<file path="src/rtl/spi_reg_slave_if.sv">
// rtl/spi_reg_slave_if.sv - SPI bus signals (SCLK/MOSI/SS/MISO) shared by master and spi_reg_slave
interface spi_reg_slave_if;
  logic SCLK;
  logic MOSI;
  logic SS;
  logic MISO;

  modport master (output SCLK, output MOSI, output SS, input MISO);
  modport slave  (input SCLK, input MOSI, input SS, output MISO);
endinterface

</file>
<file path="src/rtl/spi_reg_slave.sv">
// rtl/spi_reg_slave.sv - SPI mode-0 register slave, 8-bit registers with auto-increment; optional SPI_REG_SLAVE_MISO_TRISTATE_EN
module spi_reg_slave #(
  parameter int NUM_REGS    = 4,
  parameter int ADDR_W      = 2,
  parameter int SYNC_STAGES = 2
) (
  input  logic                  clk,
  input  logic                  reset,
  spi_reg_slave_if.slave        spi,
  output logic [NUM_REGS*8-1:0] regs_o,
  output logic                  wr_pulse,
  output logic [ADDR_W-1:0]     wr_addr,
  output logic                  busy
);

  typedef enum logic [1:0] {IDLE, CMD, WDATA, RDATA} state_t;

  logic [SYNC_STAGES-1:0] sclk_sync;
  logic [SYNC_STAGES-1:0] mosi_sync;
  logic [SYNC_STAGES-1:0] ss_sync;
  logic                   sclk_d;
  logic                   ss_d;
  logic [SYNC_STAGES:0]   warm;
  logic                   armed;

  logic sclk_s, mosi_s, ss_s;
  logic sclk_rise, sclk_fall, ss_fall, ss_rise;

  state_t            state, state_nx;
  logic [2:0]        cnt, cnt_nx;
  logic [6:0]        shin, shin_nx;
  logic [7:0]        miso_sr, miso_sr_nx;
  logic [ADDR_W-1:0] addr, addr_nx, addr_inc;
  logic [7:0]        byte_in;
  logic              byte_done;
  logic              wr_en;

  logic [7:0] regs [NUM_REGS];

  assign sclk_s = sclk_sync[SYNC_STAGES-1];
  assign mosi_s = mosi_sync[SYNC_STAGES-1];
  assign ss_s   = ss_sync[SYNC_STAGES-1];

  assign sclk_rise = sclk_s & ~sclk_d;
  assign sclk_fall = ~sclk_s & sclk_d;
  // A fall only counts once SS has been seen high after reset, so a frame
  // already running when reset released is ignored.
  assign ss_fall   = armed & ss_d & ~ss_s;
  assign ss_rise   = ss_s & ~ss_d;

  assign busy      = ~ss_s;
  assign byte_in   = {shin, mosi_s};
  assign byte_done = sclk_rise & (cnt == 3'd7);
  assign addr_inc  = addr + ADDR_W'(1);

  // Synchronizers, edge-detect flops and the post-reset arming logic.
  always_ff @(posedge clk or negedge reset) begin
    if (!reset) begin
      sclk_sync <= '0;
      mosi_sync <= '0;
      ss_sync   <= '1;
      sclk_d    <= 1'b0;
      ss_d      <= 1'b1;
      warm      <= '0;
      armed     <= 1'b0;
    end else begin
      sclk_sync <= (sclk_sync << 1) | SYNC_STAGES'(spi.SCLK);
      mosi_sync <= (mosi_sync << 1) | SYNC_STAGES'(spi.MOSI);
      ss_sync   <= (ss_sync << 1) | SYNC_STAGES'(spi.SS);
      sclk_d    <= sclk_s;
      ss_d      <= ss_s;
      warm      <= {warm[SYNC_STAGES-1:0], 1'b1};
      if (warm[SYNC_STAGES] && ss_s)
        armed <= 1'b1;
    end
  end

  // FSM state and shift/count/address registers.
  always_ff @(posedge clk or negedge reset) begin
    if (!reset) begin
      state   <= IDLE;
      cnt     <= 3'd0;
      shin    <= '0;
      miso_sr <= '0;
      addr    <= '0;
    end else begin
      state   <= state_nx;
      cnt     <= cnt_nx;
      shin    <= shin_nx;
      miso_sr <= miso_sr_nx;
      addr    <= addr_nx;
    end
  end

  // Next-state logic: SCLK edges are handled first, then an SS release overrides.
  always_comb begin
    state_nx   = state;
    cnt_nx     = cnt;
    shin_nx    = shin;
    miso_sr_nx = miso_sr;
    addr_nx    = addr;
    wr_en      = 1'b0;

    if (state != IDLE) begin
      if (sclk_rise) begin
        shin_nx = byte_in[6:0];
        cnt_nx  = cnt + 3'd1;
      end
      // The fall right after a reload (cnt back at 0) must keep bit 7 on MISO.
      if (sclk_fall && state == RDATA && cnt != 3'd0)
        miso_sr_nx = {miso_sr[6:0], 1'b0};
    end

    case (state)
      IDLE: begin
        cnt_nx     = 3'd0;
        shin_nx    = '0;
        miso_sr_nx = '0;
        addr_nx    = '0;
        if (ss_fall)
          state_nx = CMD;
      end
      CMD: begin
        if (byte_done) begin
          addr_nx = byte_in[ADDR_W-1:0];
          if (byte_in[7]) begin
            state_nx = WDATA;
          end else begin
            state_nx   = RDATA;
            miso_sr_nx = regs[byte_in[ADDR_W-1:0]];
          end
        end
      end
      WDATA: begin
        if (byte_done) begin
          wr_en   = 1'b1;
          addr_nx = addr_inc;
        end
      end
      RDATA: begin
        if (byte_done) begin
          addr_nx    = addr_inc;
          miso_sr_nx = regs[addr_inc];
        end
      end
      default: state_nx = IDLE;
    endcase

    if (ss_rise && state != IDLE) begin
      state_nx   = IDLE;
      cnt_nx     = 3'd0;
      shin_nx    = '0;
      miso_sr_nx = '0;
      addr_nx    = '0;
    end
  end

  // Register file write port and write strobe.
  always_ff @(posedge clk or negedge reset) begin
    if (!reset) begin
      for (int i = 0; i < NUM_REGS; i++)
        regs[i] <= '0;
      wr_pulse <= 1'b0;
      wr_addr  <= '0;
    end else begin
      wr_pulse <= wr_en;
      if (wr_en) begin
        regs[addr] <= byte_in;
        wr_addr    <= addr;
      end
    end
  end

  for (genvar gi = 0; gi < NUM_REGS; gi++) begin : g_regs_o
    assign regs_o[gi*8 +: 8] = regs[gi];
  end

`ifdef SPI_REG_SLAVE_MISO_TRISTATE_EN
  assign spi.MISO = (ss_s || state == IDLE) ? 1'bz
                  : ((state == RDATA) ? miso_sr[7] : 1'b0);
`else
  assign spi.MISO = (state == RDATA) ? miso_sr[7] : 1'b0;
`endif

endmodule
</file>
<file path="src/flat_wrapper.sv">
// flat-port wrapper written by rule: the top's interface ports become plain ports
module spi_reg_slave_flat 
#(
  parameter int NUM_REGS    = 4,
  parameter int ADDR_W      = 2,
  parameter int SYNC_STAGES = 2
)
  (clk, reset, regs_o, wr_pulse, wr_addr, busy, spi_SCLK, spi_MOSI, spi_SS, spi_MISO);
  spi_reg_slave_if spi_i ();
  input  logic clk;
  input  logic reset;
  output logic [NUM_REGS*8-1:0] regs_o;
  output logic wr_pulse;
  output logic [ADDR_W-1:0] wr_addr;
  output logic busy;
  input wire logic [$bits(spi_i.SCLK)-1:0] spi_SCLK;
  input wire logic [$bits(spi_i.MOSI)-1:0] spi_MOSI;
  input wire logic [$bits(spi_i.SS)-1:0] spi_SS;
  output wire logic [$bits(spi_i.MISO)-1:0] spi_MISO;
  assign spi_i.SCLK = spi_SCLK;
  assign spi_i.MOSI = spi_MOSI;
  assign spi_i.SS = spi_SS;
  assign spi_MISO = spi_i.MISO;
  spi_reg_slave #(.NUM_REGS(NUM_REGS), .ADDR_W(ADDR_W), .SYNC_STAGES(SYNC_STAGES)) u_core (.clk(clk), .reset(reset), .spi(spi_i), .regs_o(regs_o), .wr_pulse(wr_pulse), .wr_addr(wr_addr), .busy(busy));
endmodule
</file>
<file path="config.mk">
export PLATFORM = sky130hd
export DESIGN_NAME = spi_reg_slave_flat
export DESIGN_NICKNAME = d
export VERILOG_FILES = /design/src/rtl/spi_reg_slave_if.sv /design/src/rtl/spi_reg_slave.sv /design/src/flat_wrapper.sv
export SDC_FILE = /design/constraint.sdc
export NUM_CORES = 1
export LEC_CHECK = 0
export ABC_AREA = 0
export BUFFER_PORTS_ARGS = -buffer_cell sky130_fd_sc_hd__buf_2
export CAP_MARGIN = 15
export CORE_MARGIN = 3
export CORE_UTILIZATION = 50
export DETAILED_ROUTE_END_ITERATION = 10
export PLACE_DENSITY = 0.8
export SKIP_LAST_GASP = 1
export SLEW_MARGIN = 5
export SYNTH_ARGS = -nofsm -noshare
export SYNTH_HDL_FRONTEND = slang
export SYNTH_SLANG_ARGS = --single-unit
export TNS_END_PERCENT = 1
</file>
<file path="constraint.sdc">
create_clock -name clk -period 2.2 [get_ports clk]
set_clock_uncertainty 0.1 [all_clocks]
set_input_delay 0 -clock clk [delete_from_list [all_inputs] [get_ports clk]]
set_output_delay 0 -clock clk [all_outputs]
set_load 0.02 [all_outputs]
</file>
After elaboration in Yosys (flattened, before gate mapping)
Cells that the tools add are included.

storage, ports and cells
  word-level logic and storage cells = 98
  flip-flop bits (word level) = 69
  output and inout port bits = 37

cells by class
  order comparisons = 4
  $add $sub $neg = 2
  mux-type cells = 36
  reductions and logical operators = 15
  equality and inequality tests = 7
  bitwise logic cells = 16

operator list
  operator                                                                      count
  8-bit two-way mux                                                             11
  8-bit binary-select mux with 2-bit select                                     2
  32-bit bitwise mux                                                            1
  7-bit two-way mux                                                             4
  8-bit one-hot mux with 3 select lines                                         1
  8-bit demux with 2-bit select                                                 1
  2-bit two-way mux                                                             6
  3-bit two-way mux                                                             4
  3-bit nonzero test                                                            4
  3-bit greater-or-equal comparator, second input constant                      3
  3-bit by 1-bit != test with 1-bit output, second input constant               3
  2-bit NOT with 3-bit output                                                   3
  1-bit AND                                                                     6
  2-bit by 1-bit bitwise OR with 2-bit output                                   3
  2-bit one-hot mux with 3 select lines                                         1
  1-bit logical AND                                                             5
  2-bit equality test, second input constant                                    2
  1-bit two-way mux                                                             4
  1-bit NOT                                                                     4
  2-bit one-hot mux with 2 select lines                                         1
  2-bit AND reduction                                                           2
  3-bit by 1-bit adder with 3-bit output, second input constant                 1
  3-bit equality test, second input constant                                    1
  3-bit by 1-bit less-than comparator with 1-bit output, second input constant  1
  6 further kinds                                                               6

Logic depth before layout (Yosys ltp)
  depth after elaboration = 10
  depth in mapped cells = 8
  mapped depth without buffers = 6

Least setup slack after synthesis
No wires, ideal clock.

  path type = register to register
  start point = register u_core.addr[0]
  end point = register u_core.miso_sr[5]
  arrival = 1.747 ns
  path slack = 0.231 ns
  stages on the path, launching flop included = 8
  library setup time = 0.122 ns
  buffers on the path = 2
  period minus slack after synthesis = 1.969 ns
  path through = dfrtp_1 buf_6 inv_1 ha_1 buf_6 mux4_2 or2_0 a32o_1

between the ends
  word-level cells in the longest chain between the ends = 8

ends and longest elaborated chain
  what                                                  line                  RTL
  from (decl)                                           spi_reg_slave.sv:33   logic [ADDR_W-1:0] addr, addr_nx, addr_inc;
  from (signal assigned)                                spi_reg_slave.sv:91   addr <= addr_nx;
  2-bit by 1-bit adder with 2-bit output                spi_reg_slave.sv:54   assign addr_inc = addr + ADDR_W'(1);
  2-bit NOT with 3-bit output (not written as such)     spi_reg_slave.sv:143  miso_sr_nx = regs[addr_inc];
  8-bit binary-select mux with 2-bit select             spi_reg_slave.sv:143
  8-bit two-way mux (not written as such) (2 in a row)  spi_reg_slave.sv:143
  8-bit two-way mux                                     spi_reg_slave.sv:141  if (byte_done) begin
  8-bit one-hot mux with 3 select lines                 spi_reg_slave.sv:114  case (state)
  8-bit two-way mux                                     spi_reg_slave.sv:149  if (ss_rise && state != IDLE) begin
  via u_core.miso_sr_nx[5]                              spi_reg_slave.sv:32   logic [7:0] miso_sr, miso_sr_nx;
  to (signal assigned)                                  spi_reg_slave.sv:90   miso_sr <= miso_sr_nx;
  to (decl)                                             spi_reg_slave.sv:32

The timed path passes the listed nets, and every way through them passes these cells. The select of a mux whose other input is x is not followed.
A chain may end at the register's enable or synchronous reset.

Worst setup path after layout
  start point = register u_core.addr[1]
  end point = register u_core.miso_sr[6]

The elaborated chain is that of the path after synthesis.

==> flow_metrics.py <==
metrics = {
    "sta": {
        "final.min_clock_period_ns": 2.063,
        "grt_setup_unrepaired": "no",
        "fmax_ghz": 0.4848,
        "hold_slack_ns": 0.09737,
        "layout_setup_ws_ns": 0.1373,
        "report.final.slew_viol_count": 0,
        "tns_ns": 0,
        "hold_viol": 0,
        "slew_headroom_pct": 59.40,
        "setup_viol": 0,
        "max_slew.worst_pin.slew_ns": 0.6090,
        "finalCritPeriodShare_pct": 93.76,
    },
    "route": {
        "drc": 0,
        "drtIter0Drc": 205,
        "detail_route.first_pass.iterations": 4,
        "wl_um": 7802,
        "wl_per_cell_um": 19.36,
        "vias": 2447,
        "ant_nets": 0,
        "via_per_inst": 6.072,
    },
    "setup_path": {
        "worst-path-max-fanout": 7,
        "cp-start-kind": "flop",
        "r2r-end": "u_core.miso_sr[6]",
        "reg2regPathDepth": 6,
        "cp-end-kind": "flop",
        "rrSetupSlack_ns": 0.14,
        "reg2reg_from": "u_core.addr[1]",
        "worstSetupPathType": "flop to flop",
        "required_ns": 2.33,
        "crit_arrival_ns": 2.19,
    },
    "clocking": {
        "cts_buffers": 9,
        "cts.sinks": 69,
        "tritoncts": "built",
        "cts_root_buffer": "clkbuf_8",
        "clkTransAtPathRegs_ns": 0.08,
        "cts-htree-levels": 3,
        "cts_buffer_depth": 2,
        "clock_latency_ns": 0.35,
    },
    "logic_synthesis": {
        "syn-cell-area_mm2": 0.003446,
        "synth_xor_xnor_area_share_pct": 0.2542,
        "ys_seq_area_share_pct": 50.22,
        "syn-instance-count": 267,
        "yosys.area_share.simple_pct": 11.22,
        "muxShareOfSynthArea_pct": 23.28,
        "syn-num-nets": 279,
        "ys_top_cells_by_area": "dfrtp_1 48%, mux2_2 11%, mux4_2 7.2%",
        "synth_compound_area_share_pct": 8.715,
        "yosys_warnings": 0,
        "synth.largest_area_cell": "dfrtp_1",
        "ys_seq_elements": 69,
        "synth_top_family_by_area": "multiplexers",
        "synth.distinct_cells": 44,
        "synth_fa_ha_area_share_pct": 2.542,
        "syn_area_per_cell_um2": 12.91,
        "synth_top_area_share_pct": 47.93,
    },
    "cells_and_area": {
        "fin_nets": 333,
        "area_delta_synth_final_pct": 16.45,
        "diodes": 0,
        "final_common_cell": "dfrtp_1",
        "layout-drive-gt1-share_pct": 37.73,
        "final_cell_mix": "66 x dfrtp_1, 41 x buf_2, 34 x mux2_2, 20 x nand2_1, 15 x a21oi_1",
    },
    "job": {
        "maxCapViolCount": 0,
    },
    "pwr": {
        "fin_total_pwr_w": 0.002666,
        "total_leakage_power_nw": 2.046,
        "power_density_mw_per_mm2": 664.3,
        "peakVddDrop_mv": 0.4075,
    },
    "global_routing": {
        "antenna_found_initial": 0,
        "grt_pass1_vias": 2424,
        "grt_pass1_wl_um": 12680,
        "grt_max_degree": 70,
        "grt-ovfl-total": 0,
        "grt.total_usage_pct": 21.60,
    },
    "die": {
        "core_region_area_mm2": 0.006495,
        "std_cell_rows": 29,
        "initial_core_util_pct": 53.05,
        "io_pins": 42,
        "dieArea_mm2": 0.007924,
        "fp.dieH_um": 89.02,
        "die-width_um": 89.02,
    },
    "hold_path": {
        "hold_class": "input pin to asynchronous set/reset pin",
    },
    "placement": {
        "pre_cts_ws_ns": 0.1194,
        "hpwl_um": 5282,
        "port_buffers": 41,
        "gp_congestion": 0.8745,
    },
    "status": {
        "status": "completed",
    },
}
-- logic make-up after synthesis --
family	count (synthesis)
flops	69
simple gates	66
mux	54
compound gates	48
fa+ha+maj	7
buf+inv	21
xor+xnor	1
other cells	1
-- flip-flops by register name, summed over array words and instances, names as in the netlist --
name,cells
u_core.wr_addr,2
u_core.armed,1
u_core.ss_sync,2
u_core.ss_d,1
u_core.regs_o,32
u_core.mosi_sync,2
u_core.addr,2
u_core.sclk_sync,2
u_core.miso_sr,8
u_core.warm,3
u_core.shin,7
u_core.cnt,3
u_core.wr_pulse,1
u_core.state,2
u_core.sclk_d,1
-- routing by layer --
metal	part of all wire, %	GRT usage [%]	vias up
met4	2.0	8.525	0
met5	0	0	-
met2	47	33.20	90
li1	-	-	1096
met3	7.0	5.714	17
met1	44	29.58	1244
-- worst max-delay path, stage by stage, from the launching register on --
cell,delay (ns)
dfrtp_1,0.43
inv_1,0.11
ha_2,0.47
mux4_1,0.33
o211a_1,0.23
nor3_1,0.21
nor3_1,0.06
-- cell usage after synthesis (all sizes together) --
cell,number
dfrtp,66
mux2,34
nand2,24
mux4,16
a21oi,15
o21ai,10
nor2,9
buf,8
inv,8
ha,7
nand3,7
a211oi,5
and3,5
clkbuf,5
nor2b,5
o22ai,5
mux2i,4
nand2b,4
a31oi,3
dfstp,3
nand4b,3
nor3,3
a32o,2
or2,2
a21o,1
a221oi,1
a22oi,1
a311oi,1
and2b,1
and4b,1
conb,1
nand3b,1
nand4bb,1
o2111ai,1
o211a,1
o211ai,1
o22a,1
xnor2,1
-- metrics by stage --
stage          cells  area [um2]  utilization, %
6_report         403        4013           61.78
5_1_grt          403        4013           61.78
4_1_cts          403        4010           61.74
3_5_place_dp     383        3746           57.68
3_3_place_gp     383        3746           57.68
2_1_floorplan    267        3446               -
-- where the power goes --
group	switching, W	internal, W
clock	0.000488	0.000667
combinational	0.000114	0.0000716
sequential	0.0000352	0.00129
total	0.000637	0.00203
-- timing repair --
item,4_1_cts,5_1_grt
buffers inserted,0,0
endpoints found under the setup margin,0,1
endpoints found under the hold margin,72,0
hold buffers,4,0
resized for setup,0,1
-- how the worst max path moves through the flow --
stage / from / to / cells past startpoint
floorplan: u_core.addr[0] / u_core.miso_sr[5] / 7
global placement: u_core.addr[1] / u_core.miso_sr[6] / 6
detailed placement: u_core.addr[1] / u_core.miso_sr[6] / 6
CTS: u_core.addr[1] / u_core.miso_sr[6] / 6
global route: u_core.cnt[0] / u_core.miso_sr[3] / 6
finish: u_core.addr[1] / u_core.miso_sr[6] / 6
-- layout make-up --
type / count / area [um2]
Clock buffer: 10 / 137.6
Clock inverter: 6 / 86.33
Fill cell: 509 / 2482
Inverter: 8 / 30.03
Multi-Input combinational cell: 177 / 1592
Sequential cell: 69 / 1730
Tap cell: 77 / 96.34
Timing Repair Buffer: 56 / 340.3
No activity file was read; power rests on OpenSTA's default activity.
